**src/rtl/usr_seq.sv**
```systemverilog
`default_nettype none
// ============================================================================
// Module   : usr_seq
// Purpose  : Sequenced universal shift register. Takes one command at a time
//            over a valid/ready handshake. Multi-step shift and rotate
//            operations then run on their own, one bit position per clock.
// Revision : 1.0 - initial release
// ============================================================================
module usr_seq #(
  parameter int N  = 8,
  parameter int AW = $clog2(N + 1)
) (
  input  logic          clk,
  input  logic          rst,
  input  logic          cmd_valid,
  output logic          cmd_ready,
  input  logic [2:0]    cmd_op,
  input  logic [AW-1:0] cmd_amt,
  input  logic [N-1:0]  p_data,
  input  logic          sin_left,
  input  logic          sin_right,
  input  logic          stall,
  input  logic          abort,
  output logic [N-1:0]  Q,
  output logic          sout_left,
  output logic          sout_right,
  output logic          busy,
  output logic          done
);

  localparam logic [2:0] c_OP_NOP   = 3'b000;
  localparam logic [2:0] c_OP_SHR   = 3'b001;
  localparam logic [2:0] c_OP_SHL   = 3'b010;
  localparam logic [2:0] c_OP_LOAD  = 3'b011;
  localparam logic [2:0] c_OP_ROR   = 3'b100;
  localparam logic [2:0] c_OP_ROL   = 3'b101;
  localparam logic [2:0] c_OP_ASR   = 3'b110;
  localparam logic [2:0] c_OP_CLEAR = 3'b111;

  localparam logic [AW-1:0] c_AMT_MAX = AW'(N);
  localparam logic [AW-1:0] c_AMT_ONE = AW'(1);

  typedef enum logic [0:0] {
    S_IDLE  = 1'b0,
    S_SHIFT = 1'b1
  } state_t;

  state_t        r_state;
  state_t        w_state_nxt;
  logic [N-1:0]  r_q;
  logic [N-1:0]  w_q_nxt;
  logic [AW-1:0] r_rem;
  logic [AW-1:0] w_rem_nxt;
  logic [2:0]    r_op;
  logic [2:0]    w_op_nxt;
  logic          r_done;
  logic          w_done_nxt;
  logic [AW-1:0] w_amt_sat;
  logic [N-1:0]  w_step;

  // Requested counts beyond the register width behave as a full-width shift.
  assign w_amt_sat = (cmd_amt > c_AMT_MAX) ? c_AMT_MAX : cmd_amt;

  // One shift/rotate step of the latched operation applied to the current contents.
  always_comb begin
    w_step = r_q;
    case (r_op)
      c_OP_SHR: w_step = {sin_left, r_q[N-1:1]};
      c_OP_SHL: w_step = {r_q[N-2:0], sin_right};
      c_OP_ROR: w_step = {r_q[0], r_q[N-1:1]};
      c_OP_ROL: w_step = {r_q[N-2:0], r_q[N-1]};
      c_OP_ASR: w_step = {r_q[N-1], r_q[N-1:1]};
      default:  w_step = r_q;
    endcase
  end

  // Next-state logic: accept in IDLE, step/stall/abort in SHIFT.
  always_comb begin
    w_state_nxt = r_state;
    w_q_nxt     = r_q;
    w_rem_nxt   = r_rem;
    w_op_nxt    = r_op;
    w_done_nxt  = 1'b0;
    case (r_state)
      S_IDLE: begin
        if (cmd_valid) begin
          case (cmd_op)
            c_OP_NOP: begin
              w_done_nxt = 1'b1;
            end
            c_OP_LOAD: begin
              w_q_nxt    = p_data;
              w_done_nxt = 1'b1;
            end
            c_OP_CLEAR: begin
              w_q_nxt    = '0;
              w_done_nxt = 1'b1;
            end
            default: begin
              // A zero-count shift completes immediately and leaves Q untouched.
              if (w_amt_sat == '0) begin
                w_done_nxt = 1'b1;
              end else begin
                w_op_nxt    = cmd_op;
                w_rem_nxt   = w_amt_sat;
                w_state_nxt = S_SHIFT;
              end
            end
          endcase
        end
      end
      S_SHIFT: begin
        if (abort) begin
          w_rem_nxt   = '0;
          w_state_nxt = S_IDLE;
        end else if (!stall) begin
          w_q_nxt   = w_step;
          w_rem_nxt = r_rem - c_AMT_ONE;
          if (r_rem == c_AMT_ONE) begin
            w_state_nxt = S_IDLE;
            w_done_nxt  = 1'b1;
          end
        end
      end
      default: begin
        w_state_nxt = S_IDLE;
      end
    endcase
  end

  // State and datapath registers.
  always_ff @(posedge clk or negedge rst) begin
    if (!rst) begin
      r_state <= S_IDLE;
      r_q     <= '0;
      r_rem   <= '0;
      r_op    <= c_OP_NOP;
      r_done  <= 1'b0;
    end else begin
      r_state <= w_state_nxt;
      r_q     <= w_q_nxt;
      r_rem   <= w_rem_nxt;
      r_op    <= w_op_nxt;
      r_done  <= w_done_nxt;
    end
  end

  assign Q          = r_q;
  assign sout_left  = r_q[N-1];
  assign sout_right = r_q[0];
  assign busy       = (r_state == S_SHIFT);
  assign cmd_ready  = (r_state == S_IDLE);
  assign done       = r_done;

endmodule
`default_nettype wire

```
**config.mk**
```make
export PLATFORM = sky130hd
export DESIGN_NAME = usr_seq
export DESIGN_NICKNAME = d
export VERILOG_FILES = /design/src/rtl/usr_seq.sv
export SDC_FILE = /design/constraint.sdc
export NUM_CORES = 1
export LEC_CHECK = 0
export BUFFER_PORTS_ARGS = -buffer_cell sky130_fd_sc_hd__buf_2
export CORE_MARGIN = 4
export CORE_UTILIZATION = 30
export CTS_CLUSTER_DIAMETER = 30
export DETAILED_ROUTE_END_ITERATION = 12
export GPL_TIMING_DRIVEN = 0
export PLACE_DENSITY = 0.5
export SLEW_MARGIN = 10
export SYNTH_ARGS = -nofsm -noshare
export SYNTH_HDL_FRONTEND = slang
export SYNTH_SLANG_ARGS = --single-unit
```
**constraint.sdc**
```tcl
create_clock -name clk -period 2.6 [get_ports clk]
set_clock_uncertainty 0.2 [all_clocks]
set_input_delay 0.13 -clock clk [delete_from_list [all_inputs] [get_ports clk]]
set_output_delay 0.13 -clock clk [all_outputs]
set_load 0.01 [all_outputs]
```
* Word level (Yosys, flattened, before mapping)
Index checks and enable logic that the tools add are counted.
** Word-level totals
- Flip-flop bits (word level) :: 17
- Input port bits :: 22
- Output and inout port bits :: 13
- Word-level logic and storage cells :: 63
** Cells by class
- $add $sub $neg :: 1
- Order comparisons :: 1
- Eq/ne operators :: 18
- Mux-type cells :: 27
- Bitwise operators :: 3
- Reductions and logical operators :: 7
** Operator list (number)
- $pmux W8 S5 :: 1
- $pmux W8 S2 :: 2
- $mux W4 :: 6
- $mux W8 :: 3
- $eq A3 B3 Y1 const B :: 4
- $mux W1 :: 12
- $ne A2 B2 Y1 const B :: 6
- $pmux W4 S2 :: 1
- $reduce_and A4 Y1 :: 2
- $eq A3 B2 Y1 const B :: 2
- $ne A6 B1 Y1 const B :: 1
- $reduce_and A6 Y1 :: 1
- $ne A5 B1 Y1 const B :: 1
- $reduce_and A5 Y1 :: 1
- $eq A4 B1 Y1 const B :: 1
- $gt A4 B4 Y1 const B :: 1
- $logic_not A4 Y1 :: 1
- $pmux W1 S2 :: 2
- $sub A4 B1 Y4 const B :: 1
- $eq A3 B1 Y1 const B :: 1
- $logic_not A3 Y1 :: 1
- $ne A3 B1 Y1 const B :: 1
- $ne A3 B3 Y1 const B :: 1
- $not A1 Y1 :: 3
- $reduce_or A3 Y1 :: 1

* Depth between registers and ports, before layout
Gate-level depths: netlist of the first run.
- Depth after elaboration :: 7
- Gate-level depth with buffers :: 5

* Worst setup path before layout of the first run
No wires, ideal clock.
- Kind :: register to register
- Start :: reg r_state (netlist: busy)
- End :: reg r_q[1] (netlist: Q[1])
- Library setup time :: 76 ps
- Data arrival time :: 1715 ps
- Required time :: 2324 ps
- Path slack :: 608 ps
- Cell stages (with the launch flop) :: 5
- Buffers on the path :: 0
- Clock period less this slack :: 1992 ps
- Cell sequence :: dfrtp_1 or3b_4 a221oi_4 mux2_4 o21ai_1
** On the way
- Cells in the longest elaborated chain, start to end :: 3
- Elaborated cells between the ends (all ways) :: 8
- Classes of those cells :: eq/ne (5); mux (1); bitwise (1); reduce/logical (1)
** RTL lines
- start: declaration :: RTL line 48 : state_t r_state;
- start signal: assignment :: RTL line 140 : r_state <= w_state_nxt;
- $not A1 Y1 (no line)
- $ne A3 B1 Y1 (no line) or $ne A2 B2 Y1 (tied branches)
- $reduce_and A5 Y1 (no line)
- end signal: assignment :: RTL line 141 : r_q <= w_q_nxt;
- end: declaration :: RTL line 50 : logic [N-1:0] r_q;
Several ways; a longest one is shown, not always the timed one.
A chain may end at the register's enable or synchronous reset.

* Final worst setup path of the first run
- Start :: reg r_state (netlist: busy)
- End :: reg r_rem[0]
** On the way
- Cells in the longest elaborated chain, start to end :: 3
- Elaborated cells between the ends (all ways) :: 7
- Classes of those cells :: eq/ne (4); mux (1); bitwise (1); reduce/logical (1)
** RTL lines
- $not A1 Y1 (no line)
- $ne A2 B2 Y1 (no line)
- $reduce_and A4 Y1 (no line)
- end signal: assignment :: RTL line 142 : r_rem <= w_rem_nxt;
- end: declaration :: RTL line 52 : logic [AW-1:0] r_rem;
Several ways; a longest one is shown, not always the timed one.

==> report_table.html, run 1 <==
<table>
<tr><th>Metric</th><th>Value</th></tr>
<tr><th colspan="2">Worst setup path</th></tr>
<tr><td>CP Buf/Inv Count</td><td>0</td></tr>
<tr><td>Crit Path Max Fanout</td><td>10</td></tr>
<tr><td>Slowest CP cell</td><td>sky130_fd_sc_hd__a2111oi_4</td></tr>
<tr><td>Kind of cell with the highest combined delay on the critical path</td><td>compound AO/OA/AOI/OAI gates</td></tr>
<tr><td>Worst Path Required</td><td>2530 ps</td></tr>
<tr><td>Kind of start point of the critical path</td><td>flip-flop</td></tr>
<tr><td>Worst stage delay on the critical path</td><td>650 ps</td></tr>
<tr><td>Critical path start-end classification</td><td>flip-flop to flip-flop</td></tr>
<tr><td>Type of element capturing the critical path</td><td>flip-flop</td></tr>
<tr><td>Data arrival time of the critical path</td><td>2110 ps</td></tr>
<tr><td>Cells traversed along the worst timing path</td><td>nand2b_1 &gt; a2111oi_4 &gt; nor2b_1 &gt; a221o_1</td></tr>
<tr><th colspan="2">CTS</th></tr>
<tr><td>Number of clock sinks</td><td>17</td></tr>
<tr><td>CTS max path bufs</td><td>2</td></tr>
<tr><td>Skew-Pair Late Insertion Delay</td><td>250 ps</td></tr>
<tr><td>CTS root buffer</td><td>sky130_fd_sc_hd__clkbuf_8</td></tr>
<tr><td>TritonCTS clock tree</td><td>yes</td></tr>
<tr><td>CTS clk-pin slew, worst paths</td><td>70 ps</td></tr>
<tr><td>CTS buffer count</td><td>3</td></tr>
<tr><td>Maximum level of the CTS H-tree</td><td>1</td></tr>
<tr><th colspan="2">Timing</th></tr>
<tr><td>Unrepaired setup endpoints after global routing</td><td>no</td></tr>
<tr><td>Min setup slack post-route</td><td>425 ps</td></tr>
<tr><td>Relative max-transition margin</td><td>0.534</td></tr>
<tr><td>TNS Setup</td><td>0 ps</td></tr>
<tr><td>Achievable Freq</td><td>460 MHz</td></tr>
<tr><td>Final hold violations</td><td>0</td></tr>
<tr><td>Final max-slew violation count</td><td>0</td></tr>
<tr><td>Final setup violation count</td><td>0</td></tr>
<tr><td>Worst slew pin tran</td><td>692 ps</td></tr>
<tr><td>Min Hold Slack</td><td>4.46 ps</td></tr>
<tr><td>Final worst-path cycle share</td><td>0.836</td></tr>
<tr><td>Clock period minus final worst setup slack</td><td>2170 ps</td></tr>
<tr><th colspan="2">Global route</th></tr>
<tr><td>Number of antenna violations at the first check in global routing</td><td>0</td></tr>
<tr><td>Pin count of the biggest net entering global routing</td><td>18</td></tr>
<tr><td>Number of global-route vias before repair</td><td>1071</td></tr>
<tr><td>Combined global-route utilization of all metal layers</td><td>0.122</td></tr>
<tr><td>First-pass GRT wire length</td><td>4950 um</td></tr>
<tr><td>Congestion Overflow GR</td><td>0</td></tr>
<tr><th colspan="2">Logic synthesis</th></tr>
<tr><td>Count of different cell masters after synthesis</td><td>47</td></tr>
<tr><td>Post-synthesis cell area</td><td>1180 um2</td></tr>
<tr><td>Synthesized area per cell</td><td>9.81 um2</td></tr>
<tr><td>Number of flip-flops and latches in the synthesized netlist</td><td>17</td></tr>
<tr><td>Syn nets</td><td>144</td></tr>
<tr><td>Sequential element share of the synthesized area</td><td>0.361</td></tr>
<tr><td>Warnings from Yosys</td><td>0</td></tr>
<tr><td>Gate count of the mapped netlist</td><td>120</td></tr>
<tr><th colspan="2">Die</th></tr>
<tr><td>Core Region</td><td>3720 um2</td></tr>
<tr><td>Number of ports placed on the die boundary</td><td>35</td></tr>
<tr><td>Height of the die</td><td>70.6 um</td></tr>
<tr><td>Standard-cell row count</td><td>22</td></tr>
<tr><td>Horizontal die dimension</td><td>70.6 um</td></tr>
<tr><td>Starting Density</td><td>0.317</td></tr>
<tr><td>Area of the die</td><td>4990 um2</td></tr>
<tr><th colspan="2">Cells and area</th></tr>
<tr><td>Area of the multi-input gates</td><td>676 um2</td></tr>
<tr><td>Synth-to-Final Area Change</td><td>28.5%</td></tr>
<tr><td>Share of final-layout standard cells stronger than drive strength 1</td><td>0.313</td></tr>
<tr><td>Seq. cell area</td><td>425 um2</td></tr>
<tr><td>Fill cell instance count of the final layout</td><td>382</td></tr>
<tr><td>Total Nets Final</td><td>188</td></tr>
<tr><td>Antenna cells</td><td>0</td></tr>
<tr><th colspan="2">Drt</th></tr>
<tr><td>Detailed-route via count</td><td>1055</td></tr>
<tr><td>Residual DRC</td><td>0</td></tr>
<tr><td>Wire length per cell after detailed routing</td><td>14.2 um</td></tr>
<tr><td>Number of nets with antenna violations after routing</td><td>0</td></tr>
<tr><td>Number of search-and-repair iterations in the first detailed-routing pass</td><td>4</td></tr>
<tr><td>Number of vias per cell after detailed routing</td><td>5.00</td></tr>
<tr><td>1st-iter DRT viols</td><td>28</td></tr>
<tr><td>Total wire length after detailed routing</td><td>2990 um</td></tr>
<tr><th colspan="2">Placement</th></tr>
<tr><td>HPWL Detailed</td><td>2240 um</td></tr>
<tr><td>Worst setup slack before clock tree synthesis</td><td>411 ps</td></tr>
<tr><td>Final estimated routing congestion in global placement</td><td>0.891</td></tr>
<tr><td>Number of buffer cells added on primary ports</td><td>32</td></tr>
<tr><th colspan="2">Power and ir drop</th></tr>
<tr><td>Peak supply drop</td><td>0.390 mV</td></tr>
<tr><td>Total power divided by cell area</td><td>845 nW/um2</td></tr>
<tr><td>Static Leakage</td><td>0.000687 uW</td></tr>
<tr><th colspan="2">Status</th></tr>
<tr><td>Run status</td><td>complete, no violations</td></tr>
<tr><th colspan="2">Min path</th></tr>
<tr><td>HP Class</td><td>input pin to flip-flop</td></tr>
<tr><th colspan="2">Run</th></tr>
<tr><td>Max-capacitance violation count</td><td>0</td></tr>
</table>
worst register-to-register path, delay by kind of cell (launching register included):
kind	cells	cell delay (ps)
AOI/OAI and AO/OA	2	1040
DFF	1	410
and+or+nand+nor	2	420
final cells by class:
cell class                 instances  share of cell area
multi-input combinational         88               0.447
sequential                        17               0.281
timing repair buffer              39               0.152
tap                               48              0.0397
buffer                             7              0.0306
clock buffer                       4              0.0298
inverter                           8              0.0199
cells in the mapped netlist, drive strengths merged:
cell	number	area (um2)
o221ai	1	8.76
o21ai	10	50.0
mux2	4	48.8
nand3	4	20.0
and3b	1	8.76
a221oi	1	26.3
nor4	1	6.26
and3	1	7.51
a21o	1	7.51
nor3	3	15.0
nor3b	2	15.0
nand3b	1	7.51
and2	4	25.0
and2b	1	8.76
xor2	1	8.76
nand2	6	25.0
a211oi	1	7.51
o22ai	2	12.5
clkbuf	1	3.75
a31o	1	8.76
a21oi	2	10.0
nand4b	1	8.76
o211ai	1	7.51
ha	2	25.0
nor2b	4	25.0
a22oi	1	7.51
a22o	1	8.76
a311oi	2	17.5
inv	8	30.0
or3b	1	11.3
buf	6	42.5
dfrtp	17	425
nor2	6	25.0
and4b	1	10.0
a31oi	2	12.5
nand2b	3	21.3
a221o	1	10.0
a32o	1	10.0
a2111oi	1	27.5
mux2i	12	120
worst paths after layout:
check / start / slack [ps] / cells past startpoint / to
setup / recovery: busy$_DFF_PN0_ / 430 / 4 / r_rem[0]$_DFFE_PN0P_
hold / removal: p_data[3] / 4 / 4 / Q[3]$_DFFE_PN0P_
hold reg to reg: r_rem[3]$_DFFE_PN0P_ / 370 / 2 / r_rem[3]$_DFFE_PN0P_
min in group asynchronous: rst / 130 / 2 / Q[3]$_DFFE_PN0P_
setup reg to reg: busy$_DFF_PN0_ / 430 / 4 / r_rem[0]$_DFFE_PN0P_
max in group asynchronous: rst / 1780 / 2 / busy$_DFF_PN0_
flip-flops by register name, summed over array words and instances (netlist names):
signal  cells
Q           8
busy        1
done        1
r_op        3
r_rem       4
metal layers:
| metal | vias up | wire, um | global-route usage |
|---|---|---|---|
| met1 | 505 | 1330 | 0.152 |
| met2 | 25 | 1480 | 0.203 |
| li1 | 521 | - | - |
| met4 | 0 | 28 | 0.0313 |
| met5 | - | 0 | 0 |
| met3 | 4 | 150 | 0.0398 |
per-stage QoR:
stage | total power (uW) | cells | cell area (um2) | utilization
after floorplan | 882 | 120 | 1180 | -
final | 1280 | 211 | 1510 | 0.407
after global routing | 1380 | 211 | 1510 | 0.407
after global placement | 1070 | 200 | 1400 | 0.376
after detailed placement | 1080 | 200 | 1400 | 0.376
after CTS | 1300 | 211 | 1510 | 0.407
layout by cell type, fill, tap and decap left out, drive strengths merged, types with 2 or more instances in the layout:
| master | count |
|---|---|
| nor2 | 6 |
| a31oi | 2 |
| mux2 | 4 |
| ha | 2 |
| nand2b | 3 |
| nor2b | 4 |
| nor3b | 2 |
| inv | 8 |
| a21oi | 2 |
| mux2i | 12 |
| o21ai | 10 |
| a311oi | 2 |
| buf | 38 |
| and2 | 4 |
| clkbuf | 5 |
| nor3 | 3 |
| dlygate4sd3 | 7 |
| dfrtp | 17 |
| o22ai | 2 |
| nand2 | 6 |
| nand3 | 4 |
report_power, final:
part | switching (uW) | internal, uW | leakage, uW
registers | 110 | 365 | 0.000212
clock network | 90.5 | 109 | 0.0000228
logic | 303 | 302 | 0.000452
total | 503 | 776 | 0.000687
what timing repair did:
action | in CTS | in global routing
endpoints found under the hold margin | 23 | 0
hold buffers | 7 | 0
gates resized for setup | 0 | 0
endpoints found under the setup margin | 0 | 0
buffers inserted | 0 | 0
cells by family (layout without fill, tap and decap cells):
kind of cell | Yosys count | after routing | synth area share
compound gates | 29 | 29 | 0.198
xor+xnor | 1 | 1 | 0.00744
fa+ha+maj | 2 | 2 | 0.0213
buf+inv | 15 | 58 | 0.0648
flops | 17 | 17 | 0.361
mux | 16 | 16 | 0.143
simple gates | 40 | 40 | 0.204
Note: power is estimated with default switching activity, not from simulation.
==> run 2, diff against run 1 <==
Settings changed: ABC_AREA set to 1, PLACE_DENSITY 0.5 to 0.52.
Clock period 2.6 ns to 1.79 ns, I/O delays scaled along.
==> run 2 against run 1 <==
  * Sequential share of layout area down 1.2 points
  * Synthesized area down 0.32%
  * Final area up 4.5%
  * First-iteration DRC count rose to 2.9 times the previous value
  * Power up 46%
  * Critical path depth up 4
  * Register-to-register slack worse by 140 ps
  * Worst setup slack worse by 280 ps
  * Non-clock buffer count up 5
  * Critical path type is now input pin to flip-flop
==> report_table.html, run 2 <==
<table>
<tr><th>Metric</th><th>Value</th></tr>
<tr><th colspan="2">Worst setup path</th></tr>
<tr><td>RR Startpoint</td><td>busy$_DFF_PN0_</td></tr>
<tr><td>Kind of start point of the critical path</td><td>input pin</td></tr>
<tr><td>Length in cells of the worst reg-to-reg path</td><td>6</td></tr>
<tr><td>Worst reg2reg endpoint</td><td>Q[5]$_DFFE_PN0P_</td></tr>
<tr><td>Worst Path Required</td><td>1730 ps</td></tr>
<tr><td>Crit Path Max Fanout</td><td>9</td></tr>
<tr><td>Type of element capturing the critical path</td><td>flip-flop</td></tr>
<tr><td>Critical path start-end classification</td><td>input pin to flip-flop</td></tr>
<tr><td>Internal reg-to-reg setup slack</td><td>290 ps</td></tr>
<tr><td>Data arrival time of the critical path</td><td>1580 ps</td></tr>
<tr><th colspan="2">Timing</th></tr>
<tr><td>Relative max-transition margin</td><td>0.713</td></tr>
<tr><td>Final worst-path cycle share</td><td>0.917</td></tr>
<tr><td>Min setup slack post-route</td><td>148 ps</td></tr>
<tr><td>Final max-slew violation count</td><td>0</td></tr>
<tr><td>Worst slew pin tran</td><td>430 ps</td></tr>
<tr><td>Final setup violation count</td><td>0</td></tr>
<tr><td>Clock period minus final worst setup slack</td><td>1640 ps</td></tr>
<tr><td>Final hold violations</td><td>0</td></tr>
<tr><td>TNS Setup</td><td>0 ps</td></tr>
<tr><td>Achievable Freq</td><td>609 MHz</td></tr>
<tr><td>Unrepaired setup endpoints after global routing</td><td>no</td></tr>
<tr><th colspan="2">Drt</th></tr>
<tr><td>Amount of wire on met3 after detailed routing</td><td>208 um</td></tr>
<tr><td>Number of nets with antenna violations after routing</td><td>0</td></tr>
<tr><td>M1 wire length</td><td>1520 um</td></tr>
<tr><td>1st-iter DRT viols</td><td>80</td></tr>
<tr><td>Residual DRC</td><td>0</td></tr>
<tr><td>Detailed-route via count</td><td>1251</td></tr>
<tr><td>Wire length per cell after detailed routing</td><td>11.7 um</td></tr>
<tr><td>Number of vias per cell after detailed routing</td><td>4.65</td></tr>
<tr><td>DR WL met2</td><td>1400 um</td></tr>
<tr><td>Total wire length after detailed routing</td><td>3150 um</td></tr>
<tr><td>Highest signal layer in the routed design</td><td>met4</td></tr>
<tr><td>Number of search-and-repair iterations in the first detailed-routing pass</td><td>4</td></tr>
<tr><th colspan="2">Global route</th></tr>
<tr><td>Combined global-route utilization of all metal layers</td><td>0.140</td></tr>
<tr><td>Pin count of the biggest net entering global routing</td><td>18</td></tr>
<tr><td>First-pass GRT wire length</td><td>5720 um</td></tr>
<tr><td>Number of global-route vias before repair</td><td>1217</td></tr>
<tr><td>Congestion Overflow GR</td><td>0</td></tr>
<tr><td>Number of antenna violations at the first check in global routing</td><td>0</td></tr>
<tr><th colspan="2">Placement</th></tr>
<tr><td>Number of buffer cells added on primary ports</td><td>34</td></tr>
<tr><td>Worst setup slack before clock tree synthesis</td><td>290 ps</td></tr>
<tr><td>HPWL Detailed</td><td>2330 um</td></tr>
<tr><td>Final estimated routing congestion in global placement</td><td>0.779</td></tr>
<tr><th colspan="2">Die</th></tr>
<tr><td>Number of ports placed on the die boundary</td><td>35</td></tr>
<tr><td>Starting Density</td><td>0.316</td></tr>
<tr><td>Core Region</td><td>3720 um2</td></tr>
<tr><td>Height of the die</td><td>70.5 um</td></tr>
<tr><td>Standard-cell row count</td><td>22</td></tr>
<tr><td>Horizontal die dimension</td><td>70.5 um</td></tr>
<tr><td>Area of the die</td><td>4980 um2</td></tr>
<tr><th colspan="2">Logic synthesis</th></tr>
<tr><td>Number of flip-flops and latches in the synthesized netlist</td><td>17</td></tr>
<tr><td>Post-synthesis cell area</td><td>1170 um2</td></tr>
<tr><td>Cell with the most instances after synthesis</td><td>sky130_fd_sc_hd__nand2_1</td></tr>
<tr><td>Synthesized area per cell</td><td>6.90 um2</td></tr>
<tr><td>Warnings from Yosys</td><td>0</td></tr>
<tr><td>Syn nets</td><td>194</td></tr>
<tr><td>Synth area leaders</td><td>sky130_fd_sc_hd__dfrtp_1 36%, sky130_fd_sc_hd__nand2_1 20%, sky130_fd_sc_hd__nand3_1 10%, sky130_fd_sc_hd__inv_1 5.8%, sky130_fd_sc_hd__nand3_4 4.5%</td></tr>
<tr><td>Prevailing post-synth register cell</td><td>sky130_fd_sc_hd__dfrtp_1</td></tr>
<tr><td>Post-synth EDFFs</td><td>0</td></tr>
<tr><td>Count of different cell masters after synthesis</td><td>20</td></tr>
<tr><td>Async set-reset flop share out of synthesis</td><td>1.00</td></tr>
<tr><td>Gate count of the mapped netlist</td><td>170</td></tr>
<tr><td>Top cell types by occurrence after synthesis</td><td>61 x sky130_fd_sc_hd__nand2_1, 24 x sky130_fd_sc_hd__nand3_1, 18 x sky130_fd_sc_hd__inv_1</td></tr>
<tr><td>Sequential element share of the synthesized area</td><td>0.362</td></tr>
<tr><td>Area share of the leading cell type in the synthesized netlist</td><td>0.362</td></tr>
<tr><td>Leading area contributor after synthesis</td><td>sky130_fd_sc_hd__dfrtp_1</td></tr>
<tr><th colspan="2">Run</th></tr>
<tr><td>Max-capacitance violation count</td><td>0</td></tr>
<tr><th colspan="2">Power and ir drop</th></tr>
<tr><td>Peak supply drop</td><td>0.503 mV</td></tr>
<tr><td>Fraction of power consumed by sequential logic</td><td>0.370</td></tr>
<tr><td>Combinational fraction of design power</td><td>0.465</td></tr>
<tr><td>Total power divided by cell area</td><td>1190 nW/um2</td></tr>
<tr><td>Clock power share</td><td>0.165</td></tr>
<tr><td>Net switching component of the power</td><td>826 uW</td></tr>
<tr><td>Cell internal power dissipation</td><td>1050 uW</td></tr>
<tr><td>Static Leakage</td><td>0.000863 uW</td></tr>
<tr><td>Switching share of power</td><td>0.441</td></tr>
<tr><th colspan="2">Status</th></tr>
<tr><td>Run status</td><td>complete, no violations</td></tr>
<tr><th colspan="2">Cells and area</th></tr>
<tr><td>Top library cells by usage in the layout, fill and taps aside</td><td>61 x sky130_fd_sc_hd__nand2_1, 36 x sky130_fd_sc_hd__buf_2, 24 x sky130_fd_sc_hd__nand3_1, 18 x sky130_fd_sc_hd__inv_1, 17 x sky130_fd_sc_hd__dfrtp_1</td></tr>
<tr><td>Commonest non-fill, non-tap cell in the layout</td><td>sky130_fd_sc_hd__nand2_1</td></tr>
<tr><td>Antenna cells</td><td>0</td></tr>
<tr><td>Share of final-layout standard cells stronger than drive strength 1</td><td>0.249</td></tr>
<tr><td>Total Nets Final</td><td>246</td></tr>
<tr><td>Synth-to-Final Area Change</td><td>34.6%</td></tr>
<tr><td>Max reg flops</td><td>8</td></tr>
<tr><th colspan="2">Min path</th></tr>
<tr><td>Hold Path Stages</td><td>4</td></tr>
<tr><td>HP Class</td><td>input pin to flip-flop</td></tr>
<tr><td>Hold path startpoint</td><td>abort</td></tr>
<tr><td>Hold worst-path end</td><td>r_rem[3]$_DFFE_PN0P_</td></tr>
<tr><th colspan="2">CTS</th></tr>
<tr><td>TritonCTS clock tree</td><td>yes</td></tr>
<tr><td>Number of clock sinks</td><td>17</td></tr>
<tr><td>Maximum level of the CTS H-tree</td><td>1</td></tr>
<tr><td>Skew-Pair Late Insertion Delay</td><td>260 ps</td></tr>
<tr><td>CTS buffer count</td><td>3</td></tr>
<tr><td>CTS root buffer</td><td>sky130_fd_sc_hd__clkbuf_8</td></tr>
<tr><td>CTS max path bufs</td><td>2</td></tr>
<tr><td>CTS clk-pin slew, worst paths</td><td>70 ps</td></tr>
</table>
run 2: changes by cell type after synthesis, moves of 4 or more:
cell,delta
sky130_fd_sc_hd__a21oi_1,+4
sky130_fd_sc_hd__and2_1,-4
sky130_fd_sc_hd__inv_1,+10
sky130_fd_sc_hd__mux2i_1,-12
sky130_fd_sc_hd__nand2_1,+56
sky130_fd_sc_hd__nand3_1,+20
sky130_fd_sc_hd__nand4_1,+4
sky130_fd_sc_hd__nor2_1,+4
sky130_fd_sc_hd__nor2b_1,-4
sky130_fd_sc_hd__o21ai_0,+5
sky130_fd_sc_hd__o21ai_1,-6
run 2: metal layers:
| layer | vias to the layer above | track usage |
|---|---|---|
| li1 | 654 | - |
| met2 | 32 | 0.219 |
| met5 | - | 0 |
| met1 | 561 | 0.196 |
| met3 | 4 | 0.0341 |
| met4 | 0 | 0.0313 |
run 2: final cells by class:
class,count,area (um2)
fillers,398,2140
multi-input cells,128,644
flip-flops and latches,17,425
repair buffers,47,300
inverters,21,78.8
well taps,48,60.1
clock buffers,3,41.3
plain buffers,4,25.0
clock inverters,1,5.00
run 2: worst max-delay path: stages:
cell,delay [ps]
sky130_fd_sc_hd__dlygate4sd3_1,540
sky130_fd_sc_hd__buf_2,140
sky130_fd_sc_hd__nand2_1,80
sky130_fd_sc_hd__inv_1,50
sky130_fd_sc_hd__a21oi_1,190
sky130_fd_sc_hd__nand3_2,220
sky130_fd_sc_hd__nand2_2,190
sky130_fd_sc_hd__o21ai_0,90
run 2: worst max path at each step:
stage / slack, ps / end / cells past startpoint / start
floorplan: 440 / r_rem[1]$_DFFE_PN0P_ / 6 / busy$_DFF_PN0_
global placement: 310 / Q[5]$_DFFE_PN0P_ / 6 / busy$_DFF_PN0_
detailed placement: 290 / Q[5]$_DFFE_PN0P_ / 6 / r_op[2]$_DFFE_PN0P_
CTS: 140 / r_rem[1]$_DFFE_PN0P_ / 8 / cmd_op[0]
global route: 20 / r_rem[1]$_DFFE_PN0P_ / 9 / cmd_op[1]
finish: 150 / r_rem[1]$_DFFE_PN0P_ / 8 / cmd_op[1]
run 2: cells by family after synthesis:
group	count (synthesis)	synth area share
AO/OA/AOI/OAI	20	0.101
AND/OR/NAND/NOR	106	0.426
buffers and inverters	25	0.0885
adder cells (fa/ha/maj)	2	0.0213
flip-flops	17	0.362
run 2: timing repair:
| item | CTS | global route |
|---|---|---|
| setup buffers | 0 | 0 |
| gates resized for setup | 0 | 0 |
| endpoints found under the hold margin | 28 | 0 |
| hold buffers | 13 | 0 |
run 2: through the flow:
stage	utilization	instance area, um2	cells	power, uW	hold slack (ps)
3_3_place_gp	0.378	1400	252	1560	-147
4_1_cts	0.425	1580	269	1900	18.6
5_1_grt	0.425	1580	269	2070	72.1
6_report	0.425	1580	269	1870	17.2
3_5_place_dp	0.378	1400	252	1560	-147
2_1_floorplan	-	1170	170	1270	-406
run 2: power by group through the flow:
stage / sequential, uW / clock, uW / combinational (uW)
global placement: 704 / 0 / 853
detailed placement: 702 / 0 / 860
CTS: 695 / 319 / 884
global route: 724 / 335 / 1020
finish: 693 / 309 / 871
floorplan: 708 / 0 / 561
==> run 3, diff against run 2 <==
Settings changed: CORE_ASPECT_RATIO set to 2, SETUP_SLACK_MARGIN set to 0.3.
==> run 3 against run 2 <==
  * Clock power down 4%
  * Sequential power increased by 5.1%
  * Maximum frequency rose by 13%
  * Clock-buffer cell count increased by 1
  * Combinational power is 18% higher
  * Flip-flop and latch count did not move
  * Utilization up 5.2 points
  * Die area increased by 1.2%
  * Critical path type is now flip-flop to flip-flop
  * Final area increased by 11%
  * Highest routed layer unchanged
  * Worst setup slack gained 190 ps
  * Register-to-register slack improved by 50 ps
  * Non-clock buffer count rose by 8
==> report_table.html, run 3 (synthesized netlist as in run 2, its figures left out) <==
<table>
<tr><th>Metric</th><th>Value</th></tr>
<tr><th colspan="2">Status</th></tr>
<tr><td>Run status</td><td>complete, no violations</td></tr>
<tr><th colspan="2">Worst setup path</th></tr>
<tr><td>Kind of start point of the critical path</td><td>flip-flop</td></tr>
<tr><td>Cells traversed along the worst timing path</td><td>o21ai_4 &gt; nand3_4 &gt; nand3_4 &gt; inv_4 &gt; nand3_1 &gt; nand2_1</td></tr>
<tr><td>Worst Path Required</td><td>1740 ps</td></tr>
<tr><td>Type of element capturing the critical path</td><td>flip-flop</td></tr>
<tr><td>Crit Path Max Fanout</td><td>6</td></tr>
<tr><td>Slowest CP cell</td><td>sky130_fd_sc_hd__dfrtp_2</td></tr>
<tr><td>CP Buf/Inv Count</td><td>1</td></tr>
<tr><td>Data arrival time of the critical path</td><td>1400 ps</td></tr>
<tr><td>Critical path start-end classification</td><td>flip-flop to flip-flop</td></tr>
<tr><td>Worst stage delay on the critical path</td><td>480 ps</td></tr>
<tr><td>Internal reg-to-reg setup slack</td><td>340 ps</td></tr>
<tr><td>CP dominant cell by count</td><td>sky130_fd_sc_hd__nand3_4</td></tr>
<tr><td>Kind of cell with the highest combined delay on the critical path</td><td>flip-flops</td></tr>
<tr><th colspan="2">Die</th></tr>
<tr><td>Area of the die</td><td>5040 um2</td></tr>
<tr><td>Core Region</td><td>3680 um2</td></tr>
<tr><td>Standard-cell row count</td><td>31</td></tr>
<tr><td>Horizontal die dimension</td><td>52.2 um</td></tr>
<tr><td>Height of the die</td><td>96.5 um</td></tr>
<tr><td>Starting Density</td><td>0.319</td></tr>
<tr><td>Number of ports placed on the die boundary</td><td>35</td></tr>
<tr><th colspan="2">Cells and area</th></tr>
<tr><td>Max reg flops</td><td>8</td></tr>
<tr><td>Share of final-layout standard cells stronger than drive strength 1</td><td>0.341</td></tr>
<tr><td>Core utilization of the finished layout</td><td>0.477</td></tr>
<tr><td>Total Nets Final</td><td>257</td></tr>
<tr><td>Synth-to-Final Area Change</td><td>49.8%</td></tr>
<tr><td>Non-filler cells in the finished layout</td><td>281</td></tr>
<tr><td>Seq. cell area</td><td>430 um2</td></tr>
<tr><td>Area of the multi-input gates</td><td>736 um2</td></tr>
<tr><td>Area of all placed cells without fillers</td><td>1760 um2</td></tr>
<tr><td>Antenna cells</td><td>0</td></tr>
<tr><td>Fill cell instance count of the final layout</td><td>405</td></tr>
<tr><td>Commonest non-fill, non-tap cell in the layout</td><td>sky130_fd_sc_hd__nand2_1</td></tr>
<tr><td>Top library cells by usage in the layout, fill and taps aside</td><td>58 x sky130_fd_sc_hd__nand2_1, 34 x sky130_fd_sc_hd__buf_2, 22 x sky130_fd_sc_hd__nand3_1, 15 x sky130_fd_sc_hd__inv_1</td></tr>
<tr><th colspan="2">Timing</th></tr>
<tr><td>Final worst-path cycle share</td><td>0.810</td></tr>
<tr><td>Clock period minus final worst setup slack</td><td>1450 ps</td></tr>
<tr><td>Final hold violations</td><td>0</td></tr>
<tr><td>Final max-slew violation count</td><td>0</td></tr>
<tr><td>TNS Setup</td><td>0 ps</td></tr>
<tr><td>Achievable Freq</td><td>690 MHz</td></tr>
<tr><td>Final setup violation count</td><td>0</td></tr>
<tr><td>Unrepaired setup endpoints after global routing</td><td>yes</td></tr>
<tr><td>Worst slew pin tran</td><td>424 ps</td></tr>
<tr><td>Relative max-transition margin</td><td>0.717</td></tr>
<tr><th colspan="2">Placement</th></tr>
<tr><td>Post-DP Area</td><td>1410 um2</td></tr>
<tr><td>Final estimated routing congestion in global placement</td><td>0.769</td></tr>
<tr><td>Number of buffer cells added on primary ports</td><td>34</td></tr>
<tr><td>Inst Count DP</td><td>253</td></tr>
<tr><td>HPWL Detailed</td><td>2520 um</td></tr>
<tr><th colspan="2">Global route</th></tr>
<tr><td>Number of global-route vias before repair</td><td>1295</td></tr>
<tr><td>Pin count of the biggest net entering global routing</td><td>18</td></tr>
<tr><td>First-pass GRT wire length</td><td>5780 um</td></tr>
<tr><td>Number of antenna violations at the first check in global routing</td><td>0</td></tr>
<tr><td>Combined global-route utilization of all metal layers</td><td>0.153</td></tr>
<tr><td>Congestion Overflow GR</td><td>0</td></tr>
<tr><th colspan="2">Min path</th></tr>
<tr><td>HP Class</td><td>input pin to flip-flop</td></tr>
<tr><th colspan="2">Power and ir drop</th></tr>
<tr><td>Static Leakage</td><td>0.000918 uW</td></tr>
<tr><td>Overall Power</td><td>2060 uW</td></tr>
<tr><td>Peak supply drop</td><td>0.553 mV</td></tr>
<tr><td>Total power divided by cell area</td><td>1170 nW/um2</td></tr>
<tr><th colspan="2">Drt</th></tr>
<tr><td>Detailed-route via count</td><td>1347</td></tr>
<tr><td>Residual DRC</td><td>0</td></tr>
<tr><td>Wire length per cell after detailed routing</td><td>13.2 um</td></tr>
<tr><td>Amount of wire on met3 after detailed routing</td><td>121 um</td></tr>
<tr><td>Number of vias per cell after detailed routing</td><td>4.79</td></tr>
<tr><td>Highest signal layer in the routed design</td><td>met4</td></tr>
<tr><td>DR WL met2</td><td>2060 um</td></tr>
<tr><td>Total wire length after detailed routing</td><td>3720 um</td></tr>
<tr><td>1st-iter DRT viols</td><td>15</td></tr>
<tr><td>Number of nets with antenna violations after routing</td><td>0</td></tr>
<tr><td>M1 wire length</td><td>1420 um</td></tr>
<tr><td>Number of search-and-repair iterations in the first detailed-routing pass</td><td>4</td></tr>
<tr><th colspan="2">CTS</th></tr>
<tr><td>Skew-Pair Late Insertion Delay</td><td>250 ps</td></tr>
<tr><td>Number of clock sinks</td><td>17</td></tr>
<tr><td>Maximum level of the CTS H-tree</td><td>1</td></tr>
<tr><td>CTS clk-pin slew, worst paths</td><td>70 ps</td></tr>
<tr><td>CTS max path bufs</td><td>2</td></tr>
<tr><td>CTS buffer count</td><td>3</td></tr>
<tr><td>TritonCTS clock tree</td><td>yes</td></tr>
<tr><td>CTS root buffer</td><td>sky130_fd_sc_hd__clkbuf_8</td></tr>
<tr><th colspan="2">Run</th></tr>
<tr><td>Max-capacitance violation count</td><td>0</td></tr>
</table>
run 3: cell count changes in the layout (fill, tap and decap cells not counted), sizes merged:
cell,delta
buf,+8
clkbuf,+1
clkinv,-1
nand3,+3
run 3: routing by layer:
metal | up-vias | track usage
li1 | 687 | -
met1 | 611 | 0.161
met2 | 39 | 0.300
met3 | 10 | 0.0138
met4 | 0 | 0.0576
met5 | - | 0
run 3: cell type report:
class	count	share of cell area
buffer	4	0.0192
clock buffer	4	0.0256
inverter	21	0.0520
multi-input combinational	131	0.419
sequential	17	0.245
tap	49	0.0349
timing repair buffer	55	0.205
run 3: final timing paths:
| check | from | cells after the start | endpoint |
|---|---|---|---|
| max | r_op[1]$_DFFE_PN0P_ | 6 | Q[6]$_DFFE_PN0P_ |
| min | cmd_amt[2] | 5 | r_rem[2]$_DFFE_PN0P_ |
| max reg2reg | r_op[1]$_DFFE_PN0P_ | 6 | Q[6]$_DFFE_PN0P_ |
| min reg2reg | r_rem[3]$_DFFE_PN0P_ | 2 | r_rem[3]$_DFFE_PN0P_ |
| max in group asynchronous | rst | 2 | r_op[1]$_DFFE_PN0P_ |
| min in group asynchronous | rst | 2 | Q[7]$_DFFE_PN0P_ |
run 3: metrics by stage:
step           hold WS, ps  worst slack, ps
2_1_floorplan         -406              437
3_3_place_gp          -138              280
3_5_place_dp          -143              271
4_1_cts               21.5              291
5_1_grt               51.4              267
6_report              10.8              341
run 3: timing repair:
item	in CTS	in global routing
setup endpoints to repair	12	16
gates resized for setup	5	26
buffers inserted	0	8
hold buffers	13	0
cloned	0	3
pin swaps	0	7
endpoints found under the hold margin	28	0
run 3: power breakdown:
part / leakage (uW) / switching [uW] / internal [uW] / total [uW]
sequential: 0.000207 / 196 / 532 / 728
combinational: 0.000688 / 587 / 446 / 1030
clock: 0.0000228 / 139 / 158 / 297
total: 0.000918 / 922 / 1140 / 2060
run 3: tightest hold or removal path, cell delays in order:
cell and delay, ps:
sky130_fd_sc_hd__buf_2 90, sky130_fd_sc_hd__inv_1 60, sky130_fd_sc_hd__o21ai_1 70, sky130_fd_sc_hd__nand2_1 50
sky130_fd_sc_hd__o21ai_0 60
